File: config.mk
export PLATFORM = sky130hd
export DESIGN_NAME = mdu_hilo_flat
export DESIGN_NICKNAME = d
export VERILOG_FILES = /design/src/rtl/mdu_hilo_if.sv /design/src/rtl/mdu_hilo.sv /design/src/flat_wrapper.sv
export SDC_FILE = /design/constraint.sdc
export NUM_CORES = 1
export LEC_CHECK = 0
export CAP_MARGIN = 20
export CORE_AREA = 2 2 197 199
export CTS_BUF_LIST = sky130_fd_sc_hd__clkbuf_4
export CTS_CLUSTER_SIZE = 28
export DETAILED_ROUTE_END_ITERATION = 6
export DIE_AREA = 0 0 199 201
export PLACE_DENSITY = 0.64
export SYNTH_ARGS = -nofsm -noshare
export SYNTH_HDL_FRONTEND = slang
export SYNTH_SLANG_ARGS = --single-unit
File: constraint.sdc
create_clock -name clk -period 6.08 [get_ports clk]
set_input_delay 1.216 -clock clk [delete_from_list [all_inputs] [get_ports clk]]
set_output_delay 1.216 -clock clk [all_outputs]
set_load 0.02 [all_outputs]
File: src/rtl/mdu_hilo_if.sv
// mdu_hilo_if -- operand/result bundle between the execute stage and the
// iterative multiply/divide unit.
//   start : decoder flags the current instruction as an MDU op
//   op    : 0 MULT, 1 MULTU, 2 DIV, 3 DIVU, 4 MTHI, 5 MTLO, 6-7 no effect
//   a, b  : rs / rt operand buses
//   hi/lo : HI/LO registers, read by MFHI/MFLO in write-back
//   busy  : unit is not idle
//   done  : one-cycle pulse, results are final
//   stall : freezes PC and register-file writes
// master: execute-stage side (drives start/op/a/b)
// slave : the MDU itself
interface mdu_hilo_if;
  logic        start;
  logic [2:0]  op;
  logic [31:0] a;
  logic [31:0] b;
  logic [31:0] hi;
  logic [31:0] lo;
  logic        busy;
  logic        done;
  logic        stall;

  modport master (
    output start, op, a, b,
    input  hi, lo, busy, done, stall
  );

  modport slave (
    input  start, op, a, b,
    output hi, lo, busy, done, stall
  );
endinterface

File: src/rtl/mdu_hilo.sv
// mdu_hilo -- iterative multiply/divide unit with HI/LO register pair.
// Executes MULT, MULTU, DIV, DIVU (one iteration per cycle, 32 iterations)
// and MTHI/MTLO (single edge, no stall).
// Ports:
//   clk  : system clock, rising edge
//   rst  : asynchronous active-high reset
//   bus  : mdu_hilo_if.slave (start, op, a, b in; hi, lo, busy, done, stall out)
// Parameter ITER (32) is tied to the data width and must not be overridden.
// Optional build macro MDU_ZERO_SKIP_EN: a zero multiply operand or a zero
// divisor jumps straight from IDLE to FIN, giving a 2-cycle stall.
module mdu_hilo #(
  parameter int ITER = 32
) (
  input  logic       clk,
  input  logic       rst,
  mdu_hilo_if.slave  bus
);

  localparam int CNT_W = $clog2(ITER);

  localparam logic [1:0] S_IDLE = 2'd0;
  localparam logic [1:0] S_RUN  = 2'd1;
  localparam logic [1:0] S_FIN  = 2'd2;
  localparam logic [1:0] S_DONE = 2'd3;

  logic [1:0]       state_reg;
  logic [CNT_W-1:0] cnt_reg;
  logic             is_div_reg;
  logic             neg_a_reg;
  logic             neg_b_reg;
  logic             div_zero_reg;
  // Shared datapath: multiply uses {work_hi, work_lo} as the 64-bit
  // accumulator with the multiplier shifting out of work_lo; divide uses
  // work_hi as the partial remainder and work_lo as dividend/quotient.
  logic [31:0]      work_hi_reg;
  logic [31:0]      work_lo_reg;
  logic [31:0]      opnd_reg;     // multiplicand or divisor magnitude
  logic [31:0]      hi_reg;
  logic [31:0]      lo_reg;

  // Operand conditioning at acceptance
  logic        signed_op;
  logic [31:0] abs_a;
  logic [31:0] abs_b;
  logic        skip;

  assign signed_op = ~bus.op[0];
  assign abs_a = (signed_op && bus.a[31]) ? (~bus.a + 32'd1) : bus.a;
  assign abs_b = (signed_op && bus.b[31]) ? (~bus.b + 32'd1) : bus.b;

`ifdef MDU_ZERO_SKIP_EN
  assign skip = bus.op[1] ? (bus.b == 32'd0)
                          : ((bus.a == 32'd0) || (bus.b == 32'd0));
`else
  assign skip = 1'b0;
`endif

  // Multiply step: conditional add into the upper half, then shift the
  // 65-bit {carry, hi, lo} right by one.
  logic [32:0] mul_sum;
  assign mul_sum = {1'b0, work_hi_reg} +
                   (work_lo_reg[0] ? {1'b0, opnd_reg} : 33'd0);

  // Restoring divide step. The partial remainder is always below the
  // divisor, so the shifted value fits in 33 bits and a successful
  // subtraction always fits back in 32.
  logic [32:0] div_shift;
  logic        div_ok;
  logic [31:0] div_diff;
  assign div_shift = {work_hi_reg, work_lo_reg[31]};
  assign div_ok    = (div_shift >= {1'b0, opnd_reg});
  assign div_diff  = div_shift[31:0] - opnd_reg;

  // Sign correction applied at FIN
  logic [63:0] prod_raw;
  logic [63:0] prod_fix;
  logic [31:0] quo_fix;
  logic [31:0] rem_fix;
  assign prod_raw = {work_hi_reg, work_lo_reg};
  assign prod_fix = (neg_a_reg ^ neg_b_reg) ? (~prod_raw + 64'd1) : prod_raw;
  // With a zero divisor the restoring loop leaves rem = |a|, which the
  // dividend-sign correction turns back into the original a; only the
  // quotient needs forcing to all ones.
  assign quo_fix  = div_zero_reg ? 32'hFFFF_FFFF :
                    ((neg_a_reg ^ neg_b_reg) ? (~work_lo_reg + 32'd1) : work_lo_reg);
  assign rem_fix  = neg_a_reg ? (~work_hi_reg + 32'd1) : work_hi_reg;

  always_ff @(posedge clk or posedge rst) begin
    if (rst) begin
      state_reg    <= S_IDLE;
      cnt_reg      <= '0;
      is_div_reg   <= 1'b0;
      neg_a_reg    <= 1'b0;
      neg_b_reg    <= 1'b0;
      div_zero_reg <= 1'b0;
      work_hi_reg  <= '0;
      work_lo_reg  <= '0;
      opnd_reg     <= '0;
      hi_reg       <= '0;
      lo_reg       <= '0;
    end else begin
      case (state_reg)
        S_IDLE: begin
          if (bus.start) begin
            case (bus.op)
              3'd0, 3'd1, 3'd2, 3'd3: begin
                is_div_reg   <= bus.op[1];
                neg_a_reg    <= signed_op & bus.a[31];
                neg_b_reg    <= signed_op & bus.b[31];
                div_zero_reg <= bus.op[1] & (bus.b == 32'd0);
                cnt_reg      <= '0;
                if (bus.op[1]) begin
                  opnd_reg    <= abs_b;
                  // Skipped divide (zero divisor): preload the values the
                  // loop would have produced.
                  work_hi_reg <= skip ? abs_a : 32'd0;
                  work_lo_reg <= skip ? 32'hFFFF_FFFF : abs_a;
                end else begin
                  opnd_reg    <= abs_a;
                  work_hi_reg <= 32'd0;
                  work_lo_reg <= skip ? 32'd0 : abs_b;
                end
                state_reg <= skip ? S_FIN : S_RUN;
              end
              3'd4:    hi_reg <= bus.a;
              3'd5:    lo_reg <= bus.a;
              default: ;
            endcase
          end
        end
        S_RUN: begin
          if (is_div_reg) begin
            work_hi_reg <= div_ok ? div_diff : div_shift[31:0];
            work_lo_reg <= {work_lo_reg[30:0], div_ok};
          end else begin
            work_hi_reg <= mul_sum[32:1];
            work_lo_reg <= {mul_sum[0], work_lo_reg[31:1]};
          end
          cnt_reg <= cnt_reg + 1'b1;
          if (cnt_reg == CNT_W'(ITER - 1)) begin
            state_reg <= S_FIN;
          end
        end
        S_FIN: begin
          if (is_div_reg) begin
            hi_reg <= rem_fix;
            lo_reg <= quo_fix;
          end else begin
            hi_reg <= prod_fix[63:32];
            lo_reg <= prod_fix[31:0];
          end
          state_reg <= S_DONE;
        end
        default: begin
          // DONE: start is ignored so the held instruction cannot retrigger
          state_reg <= S_IDLE;
        end
      endcase
    end
  end

  assign bus.hi    = hi_reg;
  assign bus.lo    = lo_reg;
  assign bus.busy  = (state_reg != S_IDLE);
  assign bus.done  = (state_reg == S_DONE);
  assign bus.stall = ((state_reg == S_IDLE) && bus.start && !bus.op[2]) ||
                     (state_reg == S_RUN) || (state_reg == S_FIN);

endmodule

File: src/flat_wrapper.sv
// flat-port wrapper written by rule: the top's interface ports become plain ports
module mdu_hilo_flat 
#(
  parameter int ITER = 32
)
  (clk, rst, bus_start, bus_op, bus_a, bus_b, bus_hi, bus_lo, bus_busy, bus_done, bus_stall);
  mdu_hilo_if bus_i ();
  input  logic clk;
  input  logic rst;
  input wire logic [$bits(bus_i.start)-1:0] bus_start;
  input wire logic [$bits(bus_i.op)-1:0] bus_op;
  input wire logic [$bits(bus_i.a)-1:0] bus_a;
  input wire logic [$bits(bus_i.b)-1:0] bus_b;
  output wire logic [$bits(bus_i.hi)-1:0] bus_hi;
  output wire logic [$bits(bus_i.lo)-1:0] bus_lo;
  output wire logic [$bits(bus_i.busy)-1:0] bus_busy;
  output wire logic [$bits(bus_i.done)-1:0] bus_done;
  output wire logic [$bits(bus_i.stall)-1:0] bus_stall;
  assign bus_i.start = bus_start;
  assign bus_i.op = bus_op;
  assign bus_i.a = bus_a;
  assign bus_i.b = bus_b;
  assign bus_hi = bus_i.hi;
  assign bus_lo = bus_i.lo;
  assign bus_busy = bus_i.busy;
  assign bus_done = bus_i.done;
  assign bus_stall = bus_i.stall;
  mdu_hilo #(.ITER(ITER)) u_core (.clk(clk), .rst(rst), .bus(bus_i));
endmodule
---- After elaboration in Yosys (flattened, before gate mapping) ----
Cells that the tools add are included.
word-level totals
  bits in registers ....................... 171
  bits of input ports ..................... 70
  word-level logic and storage cells ...... 96
  output and inout bits ................... 67
cells by class
  reductions and logical operators ........ 19
  magnitude comparators ................... 1
  bitwise gates (word level) .............. 10
  mux-type cells .......................... 33
  equality and inequality tests ........... 14
  add/subtract/negate cells ............... 8
operators by type and width
  cell                                                                    count
  32-bit 2-to-1 mux                                                       21
  32-bit one-hot mux with 2 select lines                                  4
  32-bit by 1-bit adder with 32-bit output (second input constant)        4
  32-bit NOT                                                              4
  64-bit by 1-bit adder with 64-bit output (second input constant)        1
  64-bit 2-to-1 mux                                                       1
  64-bit NOT                                                              1
  32-bit by 33-bit adder with 33-bit output                               1
  33-bit by 32-bit greater-or-equal comparator with 1-bit output          1
  32-bit logical NOT                                                      1
  32-bit subtractor                                                       1
  3-bit AND reduction                                                     5
  5-bit 2-to-1 mux                                                        2
  5-bit one-hot mux with 2 select lines                                   1
  2-bit inequality test (second input constant)                           4
  3-bit by 2-bit equality test with 1-bit output (second input constant)  2
  3-bit equality test (second input constant)                             2
  2-bit 2-to-1 mux                                                        3
  2-bit one-hot mux with 3 select lines                                   1
  2-bit nonzero test                                                      3
  5-bit by 1-bit adder with 5-bit output (second input constant)          1
  5-bit equality test (second input constant)                             1
  2-bit equality test (second input constant)                             2
  1-bit logical AND                                                       4
  11 further kinds                                                        14

---- Logic depth before layout (Yosys ltp) ----
Gate-level depths: netlist of the first run.
  depth in word-level cells ............... 7
  depth in mapped cells ................... 14
  mapped depth without buffers ............ 13

---- Least setup slack after synthesis of the first run ----
No wires, ideal clock.
  path type ............................... input port to flip-flop
  from .................................... in bus_b[14]
  to ...................................... reg u_core.work_lo_reg[27]
  setup slack ............................. 2,593 ps
  stages on the path ...................... 8
  data required time ...................... 5,931 ps
  arrival ................................. 3,338 ps
  cells stage by stage .................... or4_1 -> or4_1 -> nor3_1 -> nand2_1 -> o41ai_1 -> xnor2_1 -> o211ai_1 -> o311ai_0
between the ends
  longest elaborated chain between the ends .. 7
RTL lines
  what                                      RTL line            source
  start: declaration                        flat_wrapper.sv:13  input wire logic [$bits(bus_i.b)-1:0] bus_b;
  32-bit NOT                                mdu_hilo.sv:49      assign abs_b = (signed_op && bus.b[31]) ? (~bus.b + 32'd1) : bus.b;
  32-bit by 1-bit adder with 32-bit output  mdu_hilo.sv:49
  32-bit 2-to-1 mux                         mdu_hilo.sv:49
  32-bit 2-to-1 mux                         mdu_hilo.sv:112     if (bus.op[1]) begin
  32-bit 2-to-1 mux                         mdu_hilo.sv:105     case (bus.op)
  32-bit 2-to-1 mux                         mdu_hilo.sv:104     if (bus.start) begin
  32-bit one-hot mux with 2 select lines    mdu_hilo.sv:102     case (state_reg)
  end signal: assignment                    mdu_hilo.sv:117     work_lo_reg <= skip ? 32'hFFFF_FFFF : abs_a;
  end signal: assignment                    mdu_hilo.sv:121     work_lo_reg <= skip ? 32'd0 : abs_b;
  end signal: assignment                    mdu_hilo.sv:134     work_lo_reg <= {work_lo_reg[30:0], div_ok};
  end: declaration                          mdu_hilo.sv:36      logic [31:0] work_lo_reg;
No other way between the ends. The select of a mux whose other input is x is not followed.
A chain may end at the register's enable or synchronous reset.

---- Worst setup path after layout of the first run ----
  from .................................... reg u_core.work_lo_reg[0]
  to ...................................... reg u_core.work_hi_reg[30]
between the ends
  longest elaborated chain between the ends .. 4
RTL lines
  what                                       RTL line         source
  32-bit 2-to-1 mux                          mdu_hilo.sv:62   (work_lo_reg[0] ? {1'b0, opnd_reg} : 33'd0);
  32-bit by 33-bit adder with 33-bit output  mdu_hilo.sv:61   assign mul_sum = {1'b0, work_hi_reg} +
  32-bit 2-to-1 mux                          mdu_hilo.sv:132  if (is_div_reg) begin
  32-bit one-hot mux with 2 select lines     mdu_hilo.sv:102
  end signal: assignment                     mdu_hilo.sv:116  work_hi_reg <= skip ? abs_a : 32'd0;
  end signal: assignment                     mdu_hilo.sv:133  work_hi_reg <= div_ok ? div_diff : div_shift[31:0];
  end signal: assignment                     mdu_hilo.sv:136  work_hi_reg <= mul_sum[32:1];
  end: declaration                           mdu_hilo.sv:35   logic [31:0] work_hi_reg;
No other way between the ends.

==> impl.org, run 1 <==
** Worst setup path
- CP max stage cell :: a2111oi_0
- Data on the critical path is required at its endpoint by 6.58 ns.
- The worst setup path is launched from a flop.
- Category of the worst setup path capture point :: flop
- Data arrival time at the worst-slack endpoint :: 4.79 ns
- By startpoint and endpoint, the worst setup path is classified as flop to flop.
- Worst-path fanout max :: 21
- Walking the worst path, the cells encountered are inv_1 -> nor2_1 -> ha_1 -> o21ai_0 -> nor2_1 -> o311ai_0 -> a311o_1 -> nand2b_1 -> a2111oi_0 -> nand3b_1 -> mux2_2 -> o32ai_1.
- Worst path most repeated cell :: nor2_1
- Critical Path Max Stage Delay :: 0.60 ns

** Pwr
- Peak VDD IR :: 0.000245 V
- Net load switching power :: 5.68 mW
- Per report_power, the clock group accounts for 7.3% of the total.
- The analysis attributes to cell leakage a power of ~6.9 nW.
- The design draws 10.7 mW.
- Sw Share :: 53.1%
- P per Cell Area :: 628 nW/um^2
- Of the total power, registers draw 22.0%.
- Combinational fraction of design power :: 70.7%
- Cell internal power dissipation :: between 5 and 6 mW

** Place
- In this run the tool buffered the top-level ports with 136 buffer cells.
- After legalization and detailed placement, the total HPWL measured between 40000 and 50000 um.
- Pre-CTS setup slack :: 1.76 ns
- Routability-driven placement finished with a final weighted congestion of 0.977.

** GRT
- After global routing, the most crowded layer is met2.
- Across every metal layer, demand over resource in global routing totals between 20% and 30%.
- The first global-routing pass estimated 85800 um of wire.
- Number of antenna violations at the first check in global routing :: 1
- Entering global routing, the biggest net connects 108 pins.
- Via count of the first global-routing pass :: approximately 14000
- Met3 usage in global routing :: approximately 3.0%
- Global routing used 40.3% of the available met1 tracks.
- The total overflow left after global routing is 0.
- Global routing consumed, on the met2 layer, 42.7% of the routing resources.

** Timing
- Max Clock Freq :: 233 MHz
- TNS Setup :: 0 ns
- Count of endpoints failing hold in the final timing report :: 0
- The tightest hold path in the finished design has a slack of 0.497 ns.
- In this run the tightest slew margin relative to its limit is 22.3%.
- For the finished layout, the period the worst path requires is 4.29 ns.
- Setup violation total in the final timing report :: 0
- Setup repair after global routing left no endpoint under its margin.
- At the pin with the least slew margin, the transition time is approximately 1.2 ns.
- Once routing completed, OpenROAD measured the worst setup slack at 1.79 ns.
- On the final layout, the worst clock skew is 0.0330 ns.
- Number of slew-limit violations in the final report :: 0
- The worst path uses 70.6% of the clock period.

** Detailed routing
- Antenna-violating nets left :: 0
- The first routing iteration left 1621 violations.
- Avg WL per Cell :: 22.5 um
- Vias after detailed routing :: 15100
- Post-DR vias/cell :: around 6
- DRT Pass-1 Iters :: 5
- The routed design has 56500 um of wire.
- DR DRC count :: 0

** Logic synthesis
- The share of synthesized area in the top cell type comes to 28.7%.
- Sequential share of the synthesized area :: approximately 29%
- The number of nets handed over by synthesis was roughly 2100.
- In the post-synthesis netlist, the biggest area contributors are dfrtp_1, xnor2_1, ha_1.
- Warning count from the yosys run :: 0
- Leading area contributor after synthesis :: dfrtp_1
- Post-synth cell types :: 71
- Mapped Area :: 14900 um^2
- Most used flip-flop cell after synthesis :: dfrtp_1
- Post-Synthesis Cells :: 1928
- #FFs+latches synth :: about 170
- A synthesized cell averages 7.74 um^2.
- Sorting the synthesized cells by how often they occur yields nor2_1, a21oi_1, nand2_1.
- Number of synthesized flops with an enable pin :: 0
- Post-synth ARST share :: 100%
- In the post-synthesis netlist, the cell with the most instances is nor2_1.

** Floorplanning
- Row generation in the floorplan step produced 72 rows.
- Boundary pin count :: 137
- Once the floorplan was initialized, standard cells occupied 39.2% of the core.
- The die is 199 um wide.
- Core Area :: around 38000 um^2
- From bottom edge to top edge, the die measures between 200 and 250 um.
- The die covers roughly 40000 um^2.

** Clock network
- Buffers added to address setup during post-CTS repair amount to 0.
- Clock-pin slew was measured on the worst setup and hold paths at 0.14 ns.
- Cts repair resizes :: 0
- In this run, post-CTS hold repair placed 0 buffers.
- For the worst-skew pair, the clock arrives at the later sink with an insertion delay of a little over 0.6 ns.
- H-tree depth :: 4
- The root buffer cell chosen for the clock tree is clkbuf_4.
- In this run, CTS created clock tree buffers numbering 17.
- Total clock sinks :: 171
- No sink is reached through more buffers than the 2 on the longest clock path.
- TritonCTS clock tree :: yes

** Layout
- P&R area growth vs syn :: 14.1%
- Share of cells above drive strength 1 :: 5.52%
- Total number of nets in the final design :: 2126
- Fill cell count :: 3787

** Run
- Max-cap violations in this run came to 0.

** Outcome
- The flow ran to the end, and the final reports show no timing, DRC or antenna violations.

** Min path
- Class of the tightest hold or removal check :: flop to flop
==> per-layer routing <==
layer | wire, um | vias to the layer above
met5 | 0 | -
met4 | 2590 | 0
met3 | 4660 | 118
met2 | 24700 | 757
met1 | 24500 | 7205
li1 | - | 7037
==> cells by family (layout without fill, tap and decap cells) <==
logic type	count (synthesis)	after routing	share of synthesized area, %
AOI/OAI and AO/OA	629	629	25.9
xor gates and xnor gates	173	173	10.2
adders and majority gates	76	76	6.47
buffers and inverters	205	269	5.18
DFF	171	171	28.7
muxes	80	80	5.63
other	0	1	0
and+or+nand+nor	594	594	18.0
==> cells in the final DEF (no fill, tap or decap), types with 22 or more instances in the layout <==
cell             count
nor2_1             214
nand2_1            183
a21oi_1            182
o21ai_0            170
dfrtp_1            170
clkdlybuf4s50_1    135
xnor2_1            118
inv_1               77
ha_1                72
xor2_1              55
mux2i_1             49
nor3_1              43
nand3_1             35
o22ai_1             35
mux2_2              31
a211oi_1            30
o31ai_1             30
a31oi_1             22
buf_4               22
==> worst max-delay path, delay by kind of cell (launching register included) <==
| family | cells | cell delay (ns) |
|---|---|---|
| buffers and inverters | 1 | 0.56 |
| multiplexers | 1 | 0.33 |
| AND/OR/NAND/NOR | 4 | 0.63 |
| adder cells (fa/ha/maj) | 1 | 0.35 |
| AO/OA/AOI/OAI | 5 | 1.84 |
| flip-flops | 1 | 0.49 |
==> through the flow <==
step           utilization, %  cell area, um^2  cells
3_5_place_dp             43.8            16700   2477
3_3_place_gp             43.7            16700   2476
5_1_grt                  44.7            17000   2511
6_report                 44.7            17000   2511
2_1_floorplan               -            14900   1928
4_1_cts                  44.6            17000   2508
==> cell type report <==
class                           instances  area, um^2  area share, %
Clock inverter                         12         175           1.03
Tap cell                              518         648           3.81
Clock buffer                           19         143          0.838
Antenna cell                            1        2.50         0.0147
Inverter                               79         302           1.77
Multi-Input combinational cell       1552        9910           58.2
Sequential cell                       171        4280           25.1
Timing Repair Buffer                  159        1560           9.16
==> power groups by stage <==
stage,Combinational [mW],Clock (mW),Sequential [mW]
6_report,7.56,0.779,2.35
5_1_grt,8.24,0.830,2.41
4_1_cts,7.45,0.789,2.32
3_5_place_dp,7.42,0,2.35
3_3_place_gp,7.33,0,2.34
2_1_floorplan,5.11,0,2.31
==> worst paths after layout <==
check,cells after the start,slack (ns),startpoint,to
max,12,1.79,u_core.work_lo_reg[0],u_core.work_hi_reg[30]
min,2,0.50,u_core.bus.lo[4],u_core.bus.lo[4]
max reg2reg,12,1.79,u_core.work_lo_reg[0],u_core.work_hi_reg[30]
min reg2reg,2,0.50,u_core.bus.lo[4],u_core.bus.lo[4]
max in group asynchronous,3,3.75,rst,u_core.bus.hi[14]
min in group asynchronous,2,1.10,rst,u_core.bus.hi[17]
No activity file was read; power rests on OpenSTA's default activity.
==> run 2, diff against run 1 <==
PLACE_DENSITY = 0.61   (was 0.64)
clock period = 4.1 ns   (was 6.08 ns; I/O delays follow)
==> run 2 against run 1 <==
  * Clock-buffer cell count down 1
  * Non-clock buffer count up 52
  * Global-route usage down 0.79 points
  * Setup slack worse by 1.4 ns
  * Power up 49%
  * Flip-flop and latch count unchanged
  * Largest power group unchanged
  * Clock skew down 0.0052 ns
  * Critical endpoint unchanged
==> impl.org, run 2 (same netlist as run 1, synthesis figures left out) <==
** Outcome
- The run finished with clean final reports.

** Detailed routing
- Total wire length after detailed routing :: approximately 55000 um
- Post-DR vias/cell :: 5.89
- DR DRC count :: 0
- Vias after detailed routing :: 15100
- In the final routed layout, each cell accounts on average for 21.3 um.
- For this block, the initial DRC count from the detailed router was 1314.
- Antenna-violating nets left :: 0
- DRT Pass-1 Iters :: 6

** Worst setup path
- The critical path is of the flop to flop type.
- STA classifies the critical path endpoint as a flop.
- STA classifies the critical path startpoint as a flop.
- Required time of the worst setup path :: between 4 and 5 ns
- Worst-path fanout max :: 12
- For the worst setup path, the data arrival time is 4.25 ns.

** Timing
- Minimum clock period after layout :: 3.70 ns
- Transition time of the tightest slew-check pin :: 1.16 ns
- Setup violations remaining at the end of the flow were counted as 0.
- Portion of the clock cycle consumed by the worst path in the final layout :: 90.2%
- Setup repair after global routing left no endpoint under its margin.
- Skew final :: 0.0278 ns
- Count of endpoints failing hold in the final timing report :: 0
- Hold slack final :: 0.500 ns
- In the final timing run, aggregate negative setup slack is 0 ns.
- Max Clock Freq :: 270 MHz
- Worst relative slew slack :: 22.5%
- The max-slew violation total from the final report is 0.

** Layout
- P&R area growth vs syn :: 16.6%
- Most frequent standard cell in the layout excluding fill and tap cells :: nor2_1
- For this run, the post-layout net count is 2178.
- In the final layout, the share of cells above drive strength 1 is 7.83%.
- Leaving out fill and tap cells, the most frequent cells in the layout are nor2_1, nand2_1, a21oi_1.

** GRT
- First-pass GRT wire length :: 82900 um
- Across every metal layer, demand over resource in global routing totals 27.2%.
- Global route total overflow :: 0
- Number of antenna violations at the first check in global routing :: 1
- Largest net degree at the start of global routing :: 107
- The number of global-route vias before repair came to 14100.

** Clock network
- Clock tree synthesis inserted a total of 17 buffers.
- TritonCTS clock tree :: yes
- Total clock sinks :: 171
- The H-tree was split into 4 levels.
- For this design, the CTS-stage hold fixing added 0 buffers.
- Buffer cell driving the clock tree root :: clkbuf_4
- Cts repair resizes :: 0
- Clock latency of the later-clocked register in the worst-skew pair :: 0.65 ns
- Clock Pin Slew Worst Setup and Hold Paths :: between 0.15 and 0.2 ns
- After clock tree synthesis, the setup repair step added 0 buffers.
- Maximum buffer depth of the clock tree :: 2

** Floorplanning
- Floorplan die area :: 40000 um^2
- Die X :: 199 um
- Row generation in the floorplan step produced 72 rows.
- Effective utilization at floorplan :: 39.2%
- The core region is around 38000 um^2.
- During I/O placement, the number of pins put on the boundary was 137.
- Die Span Y :: 201 um

** Place
- During placement, the flow inserted port buffers numbering 136.
- DP HPWL :: 43200 um
- Gpl congestion :: ~0.96

** Pwr
- Leakage :: between 7 and 8 nW
- VDD sags by at most 0.000365 V.
- P per Cell Area :: 913 nW/um^2

** Min path
- Class of the tightest hold or removal check :: flop to flop

** Run
- Reported max-cap violation count :: 0
run 2: cell types whose count changed in the layout (fill, tap and decap cells not counted), sizes merged:
cell / delta
bufinv: -2
buf: +52
clkbuf: -1
inv: +3
clkinv: -1
clkinvlp: +1
run 2: critical path: stages (launching register included):
cell	delay (ns)
dfrtp_1	0.42
inv_1	0.10
buf_4	0.19
nor2_1	0.06
ha_1	0.35
a211o_1	0.33
a211oi_1	0.22
or3_1	0.21
a311o_1	0.20
nand2b_1	0.18
a2111oi_0	0.41
buf_4	0.19
nand3b_1	0.13
mux2_2	0.34
o32ai_1	0.25
run 2: final cells by class:
type	count	area (um^2)
Antenna cell	1	2.50
Clock buffer	18	135
Clock inverter	13	143
Fill cell	3819	20700
Inverter	79	300
Multi-Input combinational cell	1552	9910
Sequential cell	171	4280
Tap cell	518	648
Timing Repair Buffer	211	1970
run 2: metrics by stage:
step           instances  area, um^2  power [mW]  setup WS, ns  utilization (%)
3_3_place_gp        2531       17100        14.5         0.345             44.9
2_1_floorplan       1928       14900        11.0         0.765                -
4_1_cts             2562       17400        15.7         0.435             45.6
6_report            2563       17400        15.9         0.402             45.6
5_1_grt             2563       17400        17.1        0.0772             45.6
3_5_place_dp        2531       17100        14.7         0.250             44.9
run 2: final timing paths:
check                      depth (start not counted)                   from  slack [ns]                      to
max in group asynchronous                          3                    rst        2.63       u_core.bus.lo[31]
setup reg to reg                                  14  u_core.work_lo_reg[0]        0.40  u_core.work_hi_reg[30]
hold / removal                                     2       u_core.bus.lo[5]        0.50        u_core.bus.lo[5]
hold reg to reg                                    2       u_core.bus.lo[5]        0.50        u_core.bus.lo[5]
min in group asynchronous                          2                    rst        0.69  u_core.work_hi_reg[31]
setup / recovery                                  14  u_core.work_lo_reg[0]        0.40  u_core.work_hi_reg[30]
run 2: where the power goes:
part	total, mW	switching (mW)	internal (mW)
Combinational	11.5	6.84	4.70
Clock	1.05	0.677	0.371
Sequential	3.30	0.825	2.48
Total	15.9	8.34	7.54
run 2: layer usage:
layer  part of all wire [%]  track usage (%)  wire [um]  vias up
li1                       -                -          -     7142
met1                     44             37.8      23900     7128
met2                     43             40.8      23200      717
met3                    7.7             3.38       4190      115
met4                    5.9             15.5       3220        0
met5                      0                0          0        -
